**src/rtl/min_int_serial_if.sv**
```systemverilog
// min_int_serial_if: operand/result handshake bundle for min_int_serial
interface min_int_serial_if #(parameter int WIDTH = 32);
    logic             in_valid;
    logic             in_ready;
    logic [WIDTH-1:0] A;
    logic [WIDTH-1:0] B;
    logic             out_valid;
    logic             out_ready;
    logic [WIDTH-1:0] Y;
    logic             a_lt;
    modport master (output in_valid, A, B, out_ready, input in_ready, out_valid, Y, a_lt);
    modport slave  (input in_valid, A, B, out_ready, output in_ready, out_valid, Y, a_lt);
endinterface

```
**src/rtl/min_int_serial.sv**
```systemverilog
// min_int_serial: bit-serial MSB-first signed minimum of A and B.
// Define MIN_INT_SERIAL_EARLY_EXIT_EN to finish on the first differing bit.
module min_int_serial #(
    parameter int WIDTH = 32
) (
    input logic             clk,
    input logic             rst,
    min_int_serial_if.slave bus
);
    localparam int IW = (WIDTH > 1) ? $clog2(WIDTH) : 1;
    typedef enum logic [1:0] {IDLE, CMP, DONE} state_t;
    state_t           state;
    logic [WIDTH-1:0] a_q, b_q, y;
    logic [IW-1:0]    idx;
    logic             decided, sel, a_lt;
    logic             diff, a_small, dec_n, sel_n, fin;
    assign diff    = a_q[idx] ^ b_q[idx];
    // the sign bit weighs negatively, so a set A sign bit means A is smaller
    assign a_small = (idx == IW'(WIDTH - 1)) ? a_q[idx] : b_q[idx];
    assign dec_n   = decided | diff;
    assign sel_n   = decided ? sel : (diff & a_small);
`ifdef MIN_INT_SERIAL_EARLY_EXIT_EN
    assign fin     = (idx == '0) | (~decided & diff);
`else
    assign fin     = (idx == '0);
`endif
    always_ff @(posedge clk or posedge rst) begin
        if (rst) begin
            state   <= IDLE;
            a_q     <= '0;
            b_q     <= '0;
            idx     <= '0;
            decided <= 1'b0;
            sel     <= 1'b0;
            y       <= '0;
            a_lt    <= 1'b0;
        end else begin
            case (state)
                IDLE: if (bus.in_valid) begin
                    a_q     <= bus.A;
                    b_q     <= bus.B;
                    idx     <= IW'(WIDTH - 1);
                    decided <= 1'b0;
                    sel     <= 1'b0;
                    state   <= CMP;
                end
                CMP: begin
                    decided <= dec_n;
                    sel     <= sel_n;
                    idx     <= idx - IW'(1);
                    if (fin) begin
                        y     <= sel_n ? a_q : b_q;
                        a_lt  <= sel_n;
                        state <= DONE;
                    end
                end
                DONE: if (bus.out_ready) state <= IDLE;
                default: state <= IDLE;
            endcase
        end
    end
    assign bus.in_ready  = (state == IDLE);
    assign bus.out_valid = (state == DONE);
    assign bus.Y         = y;
    assign bus.a_lt      = a_lt;
endmodule

```
**src/flat_wrapper.sv**
```systemverilog
// flat-port wrapper written by rule: the top's interface ports become plain ports
module min_int_serial_flat 
#(
    parameter int WIDTH = 32
)
  (clk, rst, bus_in_valid, bus_A, bus_B, bus_out_ready, bus_in_ready, bus_out_valid, bus_Y, bus_a_lt);
  min_int_serial_if #(.WIDTH(WIDTH)) bus_i ();
  input logic clk;
  input logic rst;
  input wire logic [$bits(bus_i.in_valid)-1:0] bus_in_valid;
  input wire logic [$bits(bus_i.A)-1:0] bus_A;
  input wire logic [$bits(bus_i.B)-1:0] bus_B;
  input wire logic [$bits(bus_i.out_ready)-1:0] bus_out_ready;
  output wire logic [$bits(bus_i.in_ready)-1:0] bus_in_ready;
  output wire logic [$bits(bus_i.out_valid)-1:0] bus_out_valid;
  output wire logic [$bits(bus_i.Y)-1:0] bus_Y;
  output wire logic [$bits(bus_i.a_lt)-1:0] bus_a_lt;
  assign bus_i.in_valid = bus_in_valid;
  assign bus_i.A = bus_A;
  assign bus_i.B = bus_B;
  assign bus_i.out_ready = bus_out_ready;
  assign bus_in_ready = bus_i.in_ready;
  assign bus_out_valid = bus_i.out_valid;
  assign bus_Y = bus_i.Y;
  assign bus_a_lt = bus_i.a_lt;
  min_int_serial #(.WIDTH(WIDTH)) u_core (.clk(clk), .rst(rst), .bus(bus_i));
endmodule
```
**config.mk**
```make
export PLATFORM = sky130hd
export DESIGN_NAME = min_int_serial_flat
export DESIGN_NICKNAME = d
export VERILOG_FILES = /design/src/rtl/min_int_serial_if.sv /design/src/rtl/min_int_serial.sv /design/src/flat_wrapper.sv
export SDC_FILE = /design/constraint.sdc
export NUM_CORES = 1
export LEC_CHECK = 0
export ABC_CLOCK_PERIOD_IN_PS = 5900
export CORE_MARGIN = 5
export CORE_UTILIZATION = 35
export CTS_CLUSTER_SIZE = 28
export DETAILED_ROUTE_END_ITERATION = 12
export GPL_ROUTABILITY_DRIVEN = 1
export HOLD_SLACK_MARGIN = 0.15
export PLACE_DENSITY = 0.67
export SYNTH_ARGS = -nofsm -noshare
export SYNTH_HDL_FRONTEND = slang
export SYNTH_SLANG_ARGS = --single-unit
export TNS_END_PERCENT = 100
```
**constraint.sdc**
```tcl
create_clock -name clk -period 5.9 [get_ports clk]
set_input_delay 0.59 -clock clk [delete_from_list [all_inputs] [get_ports clk]]
set_output_delay 0.59 -clock clk [all_outputs]
set_load 0.05 [all_outputs]
```
### Yosys cells after proc, flatten, opt, wreduce, memory -nomap -nowiden

Index checks and enable logic that the tools add are counted.

* output and inout bits: 35
* input bits: 68
* flip-flop bits (word level): 106

* magnitude comparators: 1
* add/sub/neg operators: 1
* equal/unequal tests: 6
* reduce and logical (&&, ||, !) cells: 7
* mux-type cells: 16
* bitwise gates (word level): 3

Operators by type and width (number)
* two-way mux 32 bit: 1
* binary-select mux 1 bit (select 5 bit): 2
* case mux 5 bit (2 select lines): 1
* less-than comparator 5 x 6 -> 1 bit (second input constant): 1
* two-way mux 2 bit: 3
* case mux 2 bit (3 select lines): 1
* AND reduction 2 bit: 3
* == test 5 bit (second input constant): 1
* zero test 5 bit: 1
* two-way mux 1 bit: 5
* two-way mux 5 bit: 1
* subtractor 5 x 1 -> 5 bit (second input constant): 1
* != test 2 bit (second input constant): 2
* case mux 1 bit (2 select lines): 2
* AND reduction 3 bit: 1
* == test 2 x 1 -> 1 bit (second input constant): 1
* == test 2 bit (second input constant): 1
* zero test 2 bit: 1
* != test 2 x 1 -> 1 bit (second input constant): 1
* nonzero test 2 bit: 1
* bitwise AND 1 bit: 1
* bitwise OR 1 bit: 1
* bitwise XOR 1 bit: 1

### Logic depth before layout (Yosys ltp)

* depth after elaboration: 6
* depth in mapped cells: 11
* depth with buffers taken out: 7

### Worst setup path after synthesis

Ideal clock, no wire load.

* path type: register to register
* from: register u_core.idx[0]
* to: register u_core.y[10] (netlist: u_core.bus.Y[10])
* setup slack: 3.394 ns
* setup time: 0.126 ns
* arrival: 2.380 ns
* cell stages (with the launch flop): 11
* cells stage by stage: dfrtp_1 -> buf_6 -> buf_12 -> mux4_2 -> mux2i_1 -> o211ai_1 -> a221o_1 -> o221a_4 -> clkbuf_2 -> o21ai_0 -> a21oi_1

* longest elaborated chain between the ends: 6
* elaborated cells on any way between the ends: 12

Ends and longest elaborated chain
* from (decl): line min_int_serial.sv:14 `logic [IW-1:0] idx;`
* from (signal assigned): line min_int_serial.sv:42 `idx <= IW'(WIDTH - 1);`
* from (signal assigned): line min_int_serial.sv:50 `idx <= idx - IW'(1);`
* binary-select mux 1 bit (select 5 bit): line min_int_serial.sv:17, min_int_serial.sv:19
* two-way mux 1 bit (not written as such): line min_int_serial.sv:17, min_int_serial.sv:19
* bitwise XOR 1 bit or two-way mux 1 bit (tied branches): line min_int_serial.sv:17, min_int_serial.sv:19
* bitwise AND 1 bit: line min_int_serial.sv:21 `assign sel_n = decided ? sel : (diff & a_small);`
* two-way mux 1 bit: line min_int_serial.sv:21
* two-way mux 32 bit: line min_int_serial.sv:52 `y <= sel_n ? a_q : b_q;`
* to (signal assigned): line min_int_serial.sv:52
* to (decl): line min_int_serial.sv:13 `logic [WIDTH-1:0] a_q, b_q, y;`

Several ways; a longest one is shown, not always the timed one. The select of a mux whose other input is x is not followed.
A chain may end at the register's enable or synchronous reset.

### Final worst setup path

* from: register u_core.idx[0]
* to: register u_core.y[18] (netlist: u_core.bus.Y[18])

Same word-level chain as after synthesis.

==> results.toml <==
[hold_path]
hold_path_class = "reg2reg"

[yosys]
synthFlopType = "sky130_fd_sc_hd__dfrtp_1"
yosys.cell_types.count = 40
syn_inst = 561
synth-xor-area-share_pct = 0.172
adder_and_majority_gate_portion_of_the_synthesized_area_pct = 0.492
share_of_synthesized_registers_carrying_an_async_set_or_reset_pct = 100
post_synth.cell_area_avg_um2 = 9.06
post_synth_instance_area_mm2 = 0.00508
share_of_the_synthesized_area_in_compound_gates_ao_oa_aoi_oai_pct = 14.6
synth_enable_flop_cells = 0
yosys-mux-area-fraction_pct = 7.90
yosysWarningCount = 0
synth-simple-area-share_pct = 19.8
synth_sequential_area_ratio_pct = 52.2
synth_fp_nets = 631
synth_seq_cells = 106
synth_top_family_by_area = "simple AND/OR/NAND/NOR gates"

[clock_tree]
number_of_clock_sinks_seen_by_cts = 106
cts_tree = "built"
cts-buffers-inserted = 9
cts.hold.buffers_added = 0
cts_max_path_buffers = 2
clk_latency_ps = 350
cts_repair_resize_count = 0
path_clk_slew_ps = 80
cts_root_buffer = "sky130_fd_sc_hd__clkbuf_16"
buffers_inserted_by_post_cts_timing_repair = 0
cts-htree-levels = 3

[final_layout]
n_fill_cell = 1399
drive_above_1_share_pct = 5.47
num_antenna_cells = 0
layout.cells.most_common = "sky130_fd_sc_hd__nand2_1"
layout_common_cells = "sky130_fd_sc_hd__nand2_1, sky130_fd_sc_hd__dfrtp_1, sky130_fd_sc_hd__clkdlybuf4s50_1, sky130_fd_sc_hd__a21oi_1"
fin_area_mm2 = 0.00643
finalCoreUtilization_pct = 44.8
finish.net_count = 706
area_growth_syn_to_layout_pct = 26.5

[placed_design]
portBuffers = 102
post_dp_cell_area_mm2 = 0.00615
gp_routability_congestion = 0.866
detailed_place_hpwl_um = 9360

[sta]
finalCritPeriodShare_pct = 59.1
tightest_slew_ps = 1300
final.setup_skew_ps = 9.92
finalSetupTns_ps = 0
fmax_mhz = 287
finalWorstPathRequiredPeriod_ps = 3480
timing.max_slew.rel_slack_pct = 13.6
hold_violations = 0
unrepaired_setup_endpoints_after_global_routing = "no"
report.final.slew_viol_count = 0
setup_violations = 0

[worst_setup_path]
crit_path_start = "u_core.idx[0]"
timing_worst_setup_path_type = "reg2reg"
worst_setup_path_endpoint = "u_core.bus.Y[18]"
worst_endpoint_data_arrival_time_ps = 3760
worst_ep_required_time_ps = 6170
r2r.worst_path.cells = 8
cell_count_along_the_critical_path = 8
worst_path_largest_cell_delay_ps = 770
crit-reg2reg-capture = "u_core.bus.Y[18]"
r2r_slack_ps = 2420
critPathCaptureType = "flip-flop"
critical_path.cell_chain = "buf_4 -> mux4_2 -> mux2i_1 -> o211ai_1 -> a221o_1 -> o221ai_4 -> a31oi_1 -> a21oi_1"
critical-path-slowest-cell = "sky130_fd_sc_hd__o221ai_4"
worst-path-buf-inv = 1
cp-start-kind = "flip-flop"
critPathMaxFanout = 33
worst_path_dominant_cell_family = "compound AO/OA/AOI/OAI gates"
worstReg2RegStart = "u_core.idx[0]"

[routing]
avgRoutedWirePerCell_um = 16.7
post_drt_via_cell_ratio = 5.26
drt_iter0_drc = 320
via_count = 4335
drtAntennaViolNets = 0
drtPass1Iterations = 5
totalWireLength_um = 13700
route.detailed.drc = 0

[status]
status = "complete, no violations"

[floorplan]
num_rows = 44
fp.coreArea_mm2 = 0.0144
pin_count = 103
die_width_um = 131
die_y_um = 131
overall_die_area_mm2 = 0.0170
initial_core_util_pct = 35.4

[power_and_ir_drop]
irDropWorstVdd_mv = 0.200
post-layout-total-power_mw = 3.60
power_leakage_nw = 2.99
pwr_density_cell_mw_per_mm2 = 559

[grt]
grt_max_degree = 70
grt_first_pass_wirelength_um = 22500
first_global_vias = 4354
grt.overflow.total = 0
grt.total_usage_pct = 16.8
initial_antenna_violation_count = 0

[flow_run]
cap_violations = 0
## metrics by stage
stage	setup slack, ps	hold slack, ps	std cells
final	2420	503	824
after global routing	2280	525	824
after CTS	2480	502	824
after detailed placement	2520	481	809
after global placement	2650	475	809
after floorplan	2520	453	561
## cell families (layout without fill, tap and decap cells)
kind of cell,count (synthesis),in the layout
flops,106,106
mux,23,23
xor+xnor,1,1
buf+inv,49,128
fa+ha+maj,2,2
compound gates,123,123
simple gates,257,257
## power breakdown
group,internal [mW],switching (mW)
clock network,0.290,0.277
registers,1.06,0.327
logic,0.637,1.01
## final cells by class
type	instances	area (µm²)	area share, %
Clock inverter	6	52.6	0.817
Inverter	8	32.5	0.506
Multi-Input combinational cell	406	2190	34.1
Sequential cell	106	2650	41.2
Tap cell	184	230	3.58
Timing Repair Buffer	105	1040	16.2
Clock buffer	9	225	3.50
## tightest hold or removal path, delay by kind of cell, from the launching register on
family           cells  cell delay [ps]
flip-flops           1              360
AND/OR/NAND/NOR      2              120
## state kept, by name, summed over array words and instances, names as in the netlist
register         count
u_core.a_q          32
u_core.b_q          32
u_core.bus.Y        32
u_core.bus.a_lt      1
u_core.decided       1
u_core.idx           5
u_core.sel           1
u_core.state         2
## cells in the mapped netlist (all sizes together), types with 5 or more instances
cell type  instances  area (µm²)
inv                8        30.0
clkbuf            25        97.6
mux2i              9        90.1
nand2            201         754
a21oi             35         175
nor2              36         135
nand3              5        25.0
a31oi             34         213
buf               16         118
mux4              11         278
dfrtp            106        2650
o21ai             40         200
## per-layer routing
metal  GRT usage (%)  up-vias  share of wire [%]
met5               0        -                  0
met4            5.75        0                1.7
met3            3.58       19                6.7
met2            26.1      178                 48
met1            23.4     2082                 44
li1                -     2056                  -
## worst min path at each step
stage | startpoint | end | slack [ps] | depth (start not counted)
finish | u_core.b_q[31] | u_core.b_q[31] | 500 | 2
CTS | u_core.b_q[31] | u_core.b_q[31] | 500 | 2
global route | u_core.bus.a_lt | u_core.bus.a_lt | 520 | 2
detailed placement | u_core.b_q[31] | u_core.b_q[31] | 480 | 2
global placement | u_core.b_q[31] | u_core.b_q[31] | 470 | 2
floorplan | u_core.b_q[1] | u_core.b_q[1] | 450 | 2
Power figures use the tool's default switching activity.
